File: src/rtl/mac_pkg.sv
// Shared types and constants for the MAC operand-load controller.
// The PAR_A/PAR_B states exist only when MAC_LOAD_PARITY_EN is defined.
package mac_pkg;

    localparam int WORD_LENGTH_DEFAULT = 16;

    typedef enum logic [2:0] {
        IDLE   = 3'd0,
        LOAD_A = 3'd1,
        LOAD_B = 3'd2,
        START  = 3'd3,
        WAIT   = 3'd4,
        DONE   = 3'd5
`ifdef MAC_LOAD_PARITY_EN
        ,
        PAR_A  = 3'd6,
        PAR_B  = 3'd7
`endif
    } mac_state_e;

endpackage

File: src/rtl/mac_bit_counter.sv
// Serial bit counter: counts accepted bits and flags the last bit of a word.
// Wraps to zero on the bit accepted at terminal count.
module mac_bit_counter #(
    parameter int WORD_LENGTH = mac_pkg::WORD_LENGTH_DEFAULT
) (
    input  logic clk,
    input  logic reset,
    input  logic clear,
    input  logic inc,
    output logic terminal_count
);

    localparam int CW = $clog2(WORD_LENGTH);
    localparam logic [CW-1:0] LAST = CW'(WORD_LENGTH - 1);

    logic [CW-1:0] count;

    assign terminal_count = (count == LAST);

    // NOTE: sequential state uses non-blocking assignments so every flop
    // samples its pre-edge value, independent of statement order.
    always_ff @(posedge clk or negedge reset) begin
        if (!reset) begin
            count <= '0;
        end else if (clear) begin
            count <= '0;
        end else if (inc) begin
            count <= terminal_count ? '0 : count + CW'(1);
        end
    end

endmodule

File: src/rtl/mac_load_ctrl.sv
// Loads two MSB-first serial operands into external shift registers, launches the
// MAC and waits for it. Optional even-parity checking via MAC_LOAD_PARITY_EN.
module mac_load_ctrl
    import mac_pkg::*;
#(
    parameter int WORD_LENGTH = WORD_LENGTH_DEFAULT
) (
    input  logic clk,
    input  logic reset,
    input  logic start,
    input  logic serial_valid,
    input  logic serial_bit,
    input  logic mac_done,
    output logic shift_en_a,
    output logic shift_en_b,
    output logic shift_bit,
    output logic mac_start,
    output logic busy,
    output logic done,
    output logic error
);

`ifdef MAC_LOAD_PARITY_EN
    localparam mac_state_e AFTER_A = PAR_A;
    localparam mac_state_e AFTER_B = PAR_B;
`else
    localparam mac_state_e AFTER_A = LOAD_B;
    localparam mac_state_e AFTER_B = START;
`endif

    mac_state_e state;
    logic       cnt_clear;
    logic       cnt_inc;
    logic       cnt_tc;

    assign cnt_clear = (state == IDLE) && start;
    assign cnt_inc   = serial_valid && ((state == LOAD_A) || (state == LOAD_B));

    mac_bit_counter #(
        .WORD_LENGTH(WORD_LENGTH)
    ) u_bit_counter (
        .clk           (clk),
        .reset         (reset),
        .clear         (cnt_clear),
        .inc           (cnt_inc),
        .terminal_count(cnt_tc)
    );

    // Shift enables follow serial_valid in the same cycle; the rest decode state flops.
    assign shift_en_a = (state == LOAD_A) && serial_valid;
    assign shift_en_b = (state == LOAD_B) && serial_valid;
    assign shift_bit  = serial_bit;
    assign mac_start  = (state == START);
    assign busy       = (state != IDLE);
    assign done       = (state == DONE);

`ifdef MAC_LOAD_PARITY_EN
    logic par_acc;
    logic error_q;
    assign error = error_q;
`else
    assign error = 1'b0;
`endif

    always_ff @(posedge clk or negedge reset) begin
        if (!reset) begin
            state   <= IDLE;
`ifdef MAC_LOAD_PARITY_EN
            par_acc <= 1'b0;
            error_q <= 1'b0;
`endif
        end else begin
            case (state)
                IDLE: begin
                    if (start) begin
                        state   <= LOAD_A;
`ifdef MAC_LOAD_PARITY_EN
                        par_acc <= 1'b0;
                        error_q <= 1'b0;
`endif
                    end
                end
                LOAD_A, LOAD_B: begin
                    if (serial_valid) begin
`ifdef MAC_LOAD_PARITY_EN
                        par_acc <= par_acc ^ serial_bit;
`endif
                        if (cnt_tc) begin
                            state <= (state == LOAD_A) ? AFTER_A : AFTER_B;
                        end
                    end
                end
`ifdef MAC_LOAD_PARITY_EN
                // Even parity: the check bit must equal the XOR of the operand bits.
                PAR_A, PAR_B: begin
                    if (serial_valid) begin
                        par_acc <= 1'b0;
                        if (serial_bit == par_acc) begin
                            state <= (state == PAR_A) ? LOAD_B : START;
                        end else begin
                            error_q <= 1'b1;
                            state   <= IDLE;
                        end
                    end
                end
`endif
                START:   state <= WAIT;
                WAIT:    if (mac_done) state <= DONE;
                DONE:    state <= IDLE;
                default: state <= IDLE;
            endcase
        end
    end

endmodule
File: config.mk
export PLATFORM = sky130hd
export DESIGN_NAME = mac_load_ctrl
export DESIGN_NICKNAME = d
export VERILOG_FILES = /design/src/rtl/mac_pkg.sv /design/src/rtl/mac_bit_counter.sv /design/src/rtl/mac_load_ctrl.sv
export SDC_FILE = /design/constraint.sdc
export NUM_CORES = 1
export LEC_CHECK = 0
export ABC_AREA = 1
export CORE_AREA = 3 3 40 42
export CTS_BUF_LIST = sky130_fd_sc_hd__clkbuf_4 sky130_fd_sc_hd__clkbuf_8
export DETAILED_ROUTE_END_ITERATION = 8
export DIE_AREA = 0 0 43 45
export PLACE_DENSITY = 0.62
export REMOVE_ABC_BUFFERS = 1
export SETUP_SLACK_MARGIN = 0.02
export SKIP_CTS_REPAIR_TIMING = 1
export SLEW_MARGIN = 5
export SYNTH_ARGS = -nofsm -noshare
export SYNTH_HDL_FRONTEND = slang
export SYNTH_SLANG_ARGS = --single-unit
File: constraint.sdc
create_clock -name clk -period 1.6 [get_ports clk]
set_input_delay 0.32 -clock clk [delete_from_list [all_inputs] [get_ports clk]]
set_output_delay 0.32 -clock clk [all_outputs]
set_load 0.05 [all_outputs]
Word-level counts from Yosys, hierarchy flattened:

Index checks and enable logic that the tools add are counted.
Widths: inputs -> output; s select.

* register bits: 7
* bits of input ports: 6
* output and inout port bits: 7
* logic and storage cells: 32

* add/subtract/negate cells: 1
* equality and inequality tests: 10
* muxes and demuxes: 9
* reductions and logical operators: 10

Operator list (number)
* $mux 3: 4
* $mux 4: 3
* $pmux 3 s4: 1
* $eq 3x2->1 const B: 2
* $eq 3x3->1 const B: 2
* $ne 2x2->1 const B: 3
* $add 4x1->4 const B: 1
* $eq 4x4->1 const B: 1
* $logic_and 1x1->1: 4
* $reduce_and 4->1: 1
* $eq 3x1->1 const B: 1
* $logic_not 3->1: 1
* $reduce_bool 3->1: 1
* $ne 2x1->1 const B: 1
* $reduce_bool 2->1: 1
* $reduce_or 2->1: 1
* $logic_or 1x1->1: 1
* $mux 1: 1

Logic depth before layout (Yosys ltp):

Gate-level depths: netlist (run 1).

* word-level depth: 5
* mapped depth: 7
* gate-level depth less buffers: 7

Modules after synthesis:

From an unflattened synthesis (run 1), not the netlist that was laid out.

* cells, all modules: 68
* area, all modules: 488.0 um^2

By module, submodules not included
* mac_load_ctrl: times used 1, cells an instance 42, area an instance 264.0 um^2, sequential area each 75.1 um^2
* mac_bit_counter: times used 1, cells an instance 26, area an instance 224.0 um^2, sequential area each 100.1 um^2

Least setup slack after synthesis (run 1):

No wires, ideal clock.

* kind: register to output
* start: register state[0]
* end: output shift_en_b
* arrival: 1987 ps
* data required time: 1280 ps
* path slack: -707 ps
* stages on the path, launching flop included: 2
* buffers on the path: 0
* path through: dfrtp_1 > nor4_1

* cells in the longest elaborated chain, start to end: 2

RTL lines
* start: declaration: RTL line mac_load_ctrl.sv:31 `mac_state_e state;`
* start signal: assignment: RTL line mac_load_ctrl.sv:89 `state <= (state == LOAD_A) ? AFTER_A : AFTER_B;`
* $eq 3x2->1: RTL line mac_load_ctrl.sv:51 `assign shift_en_b = (state == LOAD_B) && serial_valid;`
* $logic_and 1x1->1: RTL line mac_load_ctrl.sv:51
* end: declaration: RTL line mac_load_ctrl.sv:15 `output logic shift_en_b,`

Every way passes these cells.

Worst setup path in the final report (run 1):

* start: register state[2]
* end: output shift_en_b

The elaborated chain is that of the path after synthesis.

==> results.cfg, run 1 <==
[run_status]
outcome = finished clean

[clock_network]
cts_root_buffer = clkbuf_4
h-tree-depth = 1
clk_path_buf_depth = 2
clock_latency_ns = 0.25
cts_tree = done
clkTransAtPathRegs_ns = 0.05
cts_num_sinks = 7
numCtsBuffers = 3

[timing]
fin_skew_ns = 0.00414
rsz0062_at_grt = yes
fin_crit_sh_pct = 98.2
slew_violations = 0
hold_viol = 0
fin_crit_ns = 1.57
clock.fmax_ghz = 0.636
tns_ns = 0
finalSetupViolations = 0

[global_route]
grt_pass1_wl_mm = 1.58
antenna_found_initial = 0
grt_max_degree = 8
grt_use_total_pct = 11.3
grt_pass1_vias = 380
grt.overflow.total = 0

[placed_design]
port_buffers = 9
placed_cell_area_um2 = 622
gp_congestion = 0.747
dp_hpwl_um = 764
dp.cells = 89

[finish]
most-common-layout-cells = nand2_1, nand3_1, inv_2
fin_cells = 94
nets = 87
layout_commonest_cell = nand2_1
antennaDiodeCount = 0
layout-drive-gt1-share_pct = 38.0
syn_to_final_growth_pct = 45.3
finalInstanceArea_um2 = 691
fillers = 122

[power]
peakVddDrop_v = 0.000853
pwr-share-comb_pct = 59.7
seqPwrFrac_pct = 27.4
p_leak_nw = 0.346
p_per_area_nw_per_um2 = 1930
swShare_pct = 49.1
p_int_mw = 0.679
pwr-share-clk_pct = 12.9
switching_power_mw = 0.655

[floorplan]
start_util_pct = 37.0
coreArea_um2 = 1280
die_area_um2 = 1940
die_w_um = 43
io_pins = 13
core.rowCount = 13
die_h_um = 45

[logic_synthesis]
synth_top_area_cell = dfrtp_1
syn_area_um2 = 475
syn_area_per_cell_um2 = 7.31
netlist_instances = 65
synthTopCellsByArea = dfrtp_1, nand3_1, nand2_1
synth-seq-cells = 7
yosys_warnings = 0
yosysSeqAreaShare_pct = 36.8
synth.top_cell.area_share_pct = 36.8
synth_cell_type_count = 21

[detailed_routing]
wl_um = 975
drt_iter0_drc = 11
drcViolationCount = 0
wl_per_cell_um = 10.4
antenna_left = 0
first_pass_iters = 4
viasPerCell = 4.95
vias = 465

[worst_setup_path]
worstSetupPathType = reg2out
cp.arrival_ns = 1.25
cp-startpoint = state[2]
reg2reg_from = state[0]
crit_required_ns = 1.28
crit_path_end_kind = output pin
cp-start-kind = flop
crit_fanout = 5

[hold_path]
min_path_type = in2async

[job]
maxCapViolCount = 0
==> layer usage <==
layer / track usage (%) / share of wire, % / up-vias
met5: 0 / 0 / -
met4: 9.04 / 2.8 / 0
met3: 2.79 / 6.9 / 2
met2: 17.1 / 46 / 15
met1: 13.6 / 44 / 206
li1: - / - / 242
==> final timing paths <==
| path | cells after the start | to | slack [ns] |
|---|---|---|---|
| worst max-delay path | 3 | shift_en_b | 0.03 |
| worst min-delay path | 1 | u_bit_counter.count[3] | 0.32 |
| worst max register to register | 6 | u_bit_counter.count[0] | 0.38 |
| worst min register to register | 2 | u_bit_counter.count[1] | 0.57 |
| max in group asynchronous | 1 | state[2] | 1.03 |
| min in group clk | 4 | u_bit_counter.count[3] | 0.53 |
==> registers in the layout, summed over array words and instances (netlist names) <==
signal	cells
state	3
u_bit_counter.count	4
==> critical path: stages (launching register included) <==
cell and delay [ns]:
dfrtp_2 0.45, nor4_4 0.28, buf_4 0.15, buf_12 0.12
==> cell families after synthesis <==
| logic type | synth area share [%] |
|---|---|
| DFF | 36.8 |
| adders and majority gates | 2.63 |
| and+or+nand+nor | 45.8 |
| other | 0.789 |
| xor gates and xnor gates | 1.84 |
| AOI/OAI and AO/OA | 2.63 |
| buffers and inverters | 9.47 |
==> power groups by stage <==
stage	Clock (mW)	Sequential (mW)	Combinational, mW
after floorplan	0	0.326	0.516
after global placement	0	0.346	0.747
after detailed placement	0	0.347	0.755
after CTS	0.181	0.343	0.757
after global routing	0.196	0.379	0.870
final	0.173	0.365	0.796
==> cells in the mapped netlist <==
| cell | n |
|---|---|
| nand4_1 | 2 |
| buf_4 | 2 |
| o21a_1 | 1 |
| nor4_1 | 1 |
| a21oi_1 | 1 |
| conb_1 | 1 |
| nor3_2 | 1 |
| nor2_4 | 1 |
| inv_1 | 4 |
| nor3_1 | 1 |
| nand3_2 | 1 |
| nand2_1 | 17 |
| dfrtp_1 | 7 |
| nand3b_1 | 1 |
| nand3_1 | 13 |
| ha_1 | 1 |
| inv_2 | 4 |
| nor2_1 | 2 |
| xor2_1 | 1 |
| nor2_2 | 1 |
| nand2_2 | 2 |
==> stage by stage <==
| stage | setup WS, ns | hold slack [ns] | utilization (%) | power (mW) |
|---|---|---|---|---|
| 3_5_place_dp | -0.0891 | 0.557 | 48.4 | 1.10 |
| 2_1_floorplan | -0.707 | 0.0244 | - | 0.842 |
| 3_3_place_gp | -0.0825 | 0.552 | 48.4 | 1.09 |
| 6_report | 0.0289 | 0.319 | 53.7 | 1.33 |
| 4_1_cts | -0.0938 | 0.323 | 50.7 | 1.28 |
| 5_1_grt | -0.0456 | 0.316 | 53.7 | 1.45 |
==> final cells by class <==
cell class | instances | area, um2 | share of cell area, %
clock buffer | 4 | 30.0 | 4.35
sequential | 7 | 179 | 25.9
multi-input combinational | 48 | 280 | 40.6
timing repair buffer | 12 | 153 | 22.1
inverter | 8 | 30.0 | 4.35
tap | 15 | 18.8 | 2.72
Power figures use the tool's default switching activity.
==> run 2, diff against run 1 <==
--- a/config.mk
+++ b/config.mk
@@ -14,7 +14,7 @@
 export REMOVE_ABC_BUFFERS = 1
 export SETUP_SLACK_MARGIN = 0.02
 export SKIP_CTS_REPAIR_TIMING = 1
-export SLEW_MARGIN = 5
+export SLEW_MARGIN = 10
 export SYNTH_ARGS = -nofsm -noshare
 export SYNTH_HDL_FRONTEND = slang
 export SYNTH_SLANG_ARGS = --single-unit
==> results of run 2 <==
No change in the layout: final DEF, timing and power equal those of run 1.
==> run 3, diff against run 2 <==
--- a/config.mk
+++ b/config.mk
@@ -12,8 +12,7 @@
 export DIE_AREA = 0 0 43 45
 export PLACE_DENSITY = 0.62
 export REMOVE_ABC_BUFFERS = 1
-export SETUP_SLACK_MARGIN = 0.02
-export SKIP_CTS_REPAIR_TIMING = 1
+export SETUP_SLACK_MARGIN = 0.05
 export SLEW_MARGIN = 10
 export SYNTH_ARGS = -nofsm -noshare
 export SYNTH_HDL_FRONTEND = slang
==> run 3 against run 2 <==
Compared with the run above: first-iteration DRC count stayed put; largest power group unchanged; setup slack worse by 0.0066 ns; cell area is 0.91% higher.
==> results.cfg, run 3 (same netlist as run 1, synthesis figures left out) <==
[clock_network]
cts_tree = done
clock_latency_ns = 0.25
clk_path_buf_depth = 2
h-tree-depth = 1
cts_num_sinks = 7
numCtsBuffers = 3
hold_buffers = 0
cts_root_buffer = clkbuf_4
clkTransAtPathRegs_ns = 0.05

[worst_setup_path]
cp-startpoint = state[2]
crit_fanout = 6
cp.arrival_ns = 1.26
crit_required_ns = 1.28
cp-start-kind = flop
crit_path_end_kind = output pin
rr_worst_depth = 7
reg2reg_from = state[1]
worstSetupPathType = reg2out

[power]
switching_power_mw = 0.652
p_leak_nw = 0.349
peakVddDrop_v = 0.000871
pwr-share-clk_pct = 12.7
pwr-share-comb_pct = 60.5
p_int_mw = 0.709
swShare_pct = 47.9
seqPwrFrac_pct = 26.8
p_per_area_nw_per_um2 = 1950

[detailed_routing]
first_pass_iters = 4
wl_per_cell_um = 10.0
viasPerCell = 4.95
drt_iter0_drc = 11
vias = 475
wl_um = 963
antenna_left = 0
drcViolationCount = 0

[floorplan]
core.rowCount = 13
coreArea_um2 = 1280
die_h_um = 45
die_area_um2 = 1940
io_pins = 13
start_util_pct = 37.0
die_w_um = 43

[timing]
clock.fmax_ghz = 0.634
hold_viol = 0
fin_skew_ns = 0.00414
slew_violations = 0
fin_crit_ns = 1.58
setup_ws_ns = 0.0223
rsz0062_at_grt = yes
fin_crit_sh_pct = 98.6
finalSetupViolations = 0

[run_status]
outcome = finished clean

[global_route]
antenna_found_initial = 0
grt_pass1_vias = 392
grt_pass1_wl_mm = 1.64
grt_max_degree = 8
grt_use_total_pct = 11.6
grt.overflow.total = 0

[finish]
finalInstanceArea_um2 = 697
seq_area_um2 = 179
layout-drive-gt1-share_pct = 35.8
top_regs = u_bit_counter.count (4), state (3)
fillers = 120
largest_reg_flops = 4
post-route-util_pct = 54.2
syn_to_final_growth_pct = 46.6
top_register = u_bit_counter.count
antennaDiodeCount = 0
nets = 89
layout_commonest_cell = nand2_1
most-common-layout-cells = nand2_1, nand3_1, buf_4
multi_input_area_um2 = 275
fin_cells = 96

[job]
maxCapViolCount = 0

[hold_path]
min_path_type = in2async

[placed_design]
placed_cell_area_um2 = 622
pre_cts_ws_ns = -0.0891
port_buffers = 9
gp_congestion = 0.747
dp.cells = 89
dp_hpwl_um = 764
run 3: layout make-up:
class,count,share of cell area [%]
clock buffer,4,4.31
inverter,8,4.31
multi-input combinational,48,39.5
sequential,7,25.7
tap,15,2.69
timing repair buffer,14,23.5
run 3: final timing paths:
path                       slack [ns]                      to
setup / recovery                 0.02              shift_en_b
hold / removal                   0.32  u_bit_counter.count[3]
setup reg to reg                 0.34  u_bit_counter.count[0]
hold reg to reg                  0.57  u_bit_counter.count[1]
max in group asynchronous        1.03                state[2]
min in group clk                 0.57  u_bit_counter.count[1]
run 3: worst max-delay path, stage by stage (launching register included):
cell and delay [ns]:
dfrtp_2 0.46, nor4_4 0.28, buf_4 0.15, buf_12 0.12
run 3: power by group through the flow:
stage / logic, mW / clock network, mW / registers (mW)
floorplan: 0.516 / 0 / 0.326
global placement: 0.747 / 0 / 0.346
detailed placement: 0.755 / 0 / 0.347
CTS: 0.765 / 0.181 / 0.357
global route: 0.900 / 0.196 / 0.381
finish: 0.823 / 0.173 / 0.365
run 3: stage by stage:
step	power [mW]	setup TNS [ns]	hold WS (ns)
final	1.36	0	0.319
after CTS	1.30	0	0.323
after floorplan	0.842	-1.03	0.0244
after global routing	1.48	-0.0916	0.316
after global placement	1.09	-0.153	0.552
after detailed placement	1.10	-0.172	0.557
run 3: metal layers:
metal	track usage, %	share of wire (%)
met1	14.1	45
met4	9.04	2.8
met5	0	0
met3	2.79	6.9
met2	17.7	45
run 3: timing repair:
| action | in CTS | in global routing |
|---|---|---|
| buffers inserted | 0 | 3 |
| setup endpoints to repair | 2 | 4 |
| pin swaps | 1 | 1 |
| gates resized for setup | 6 | 1 |
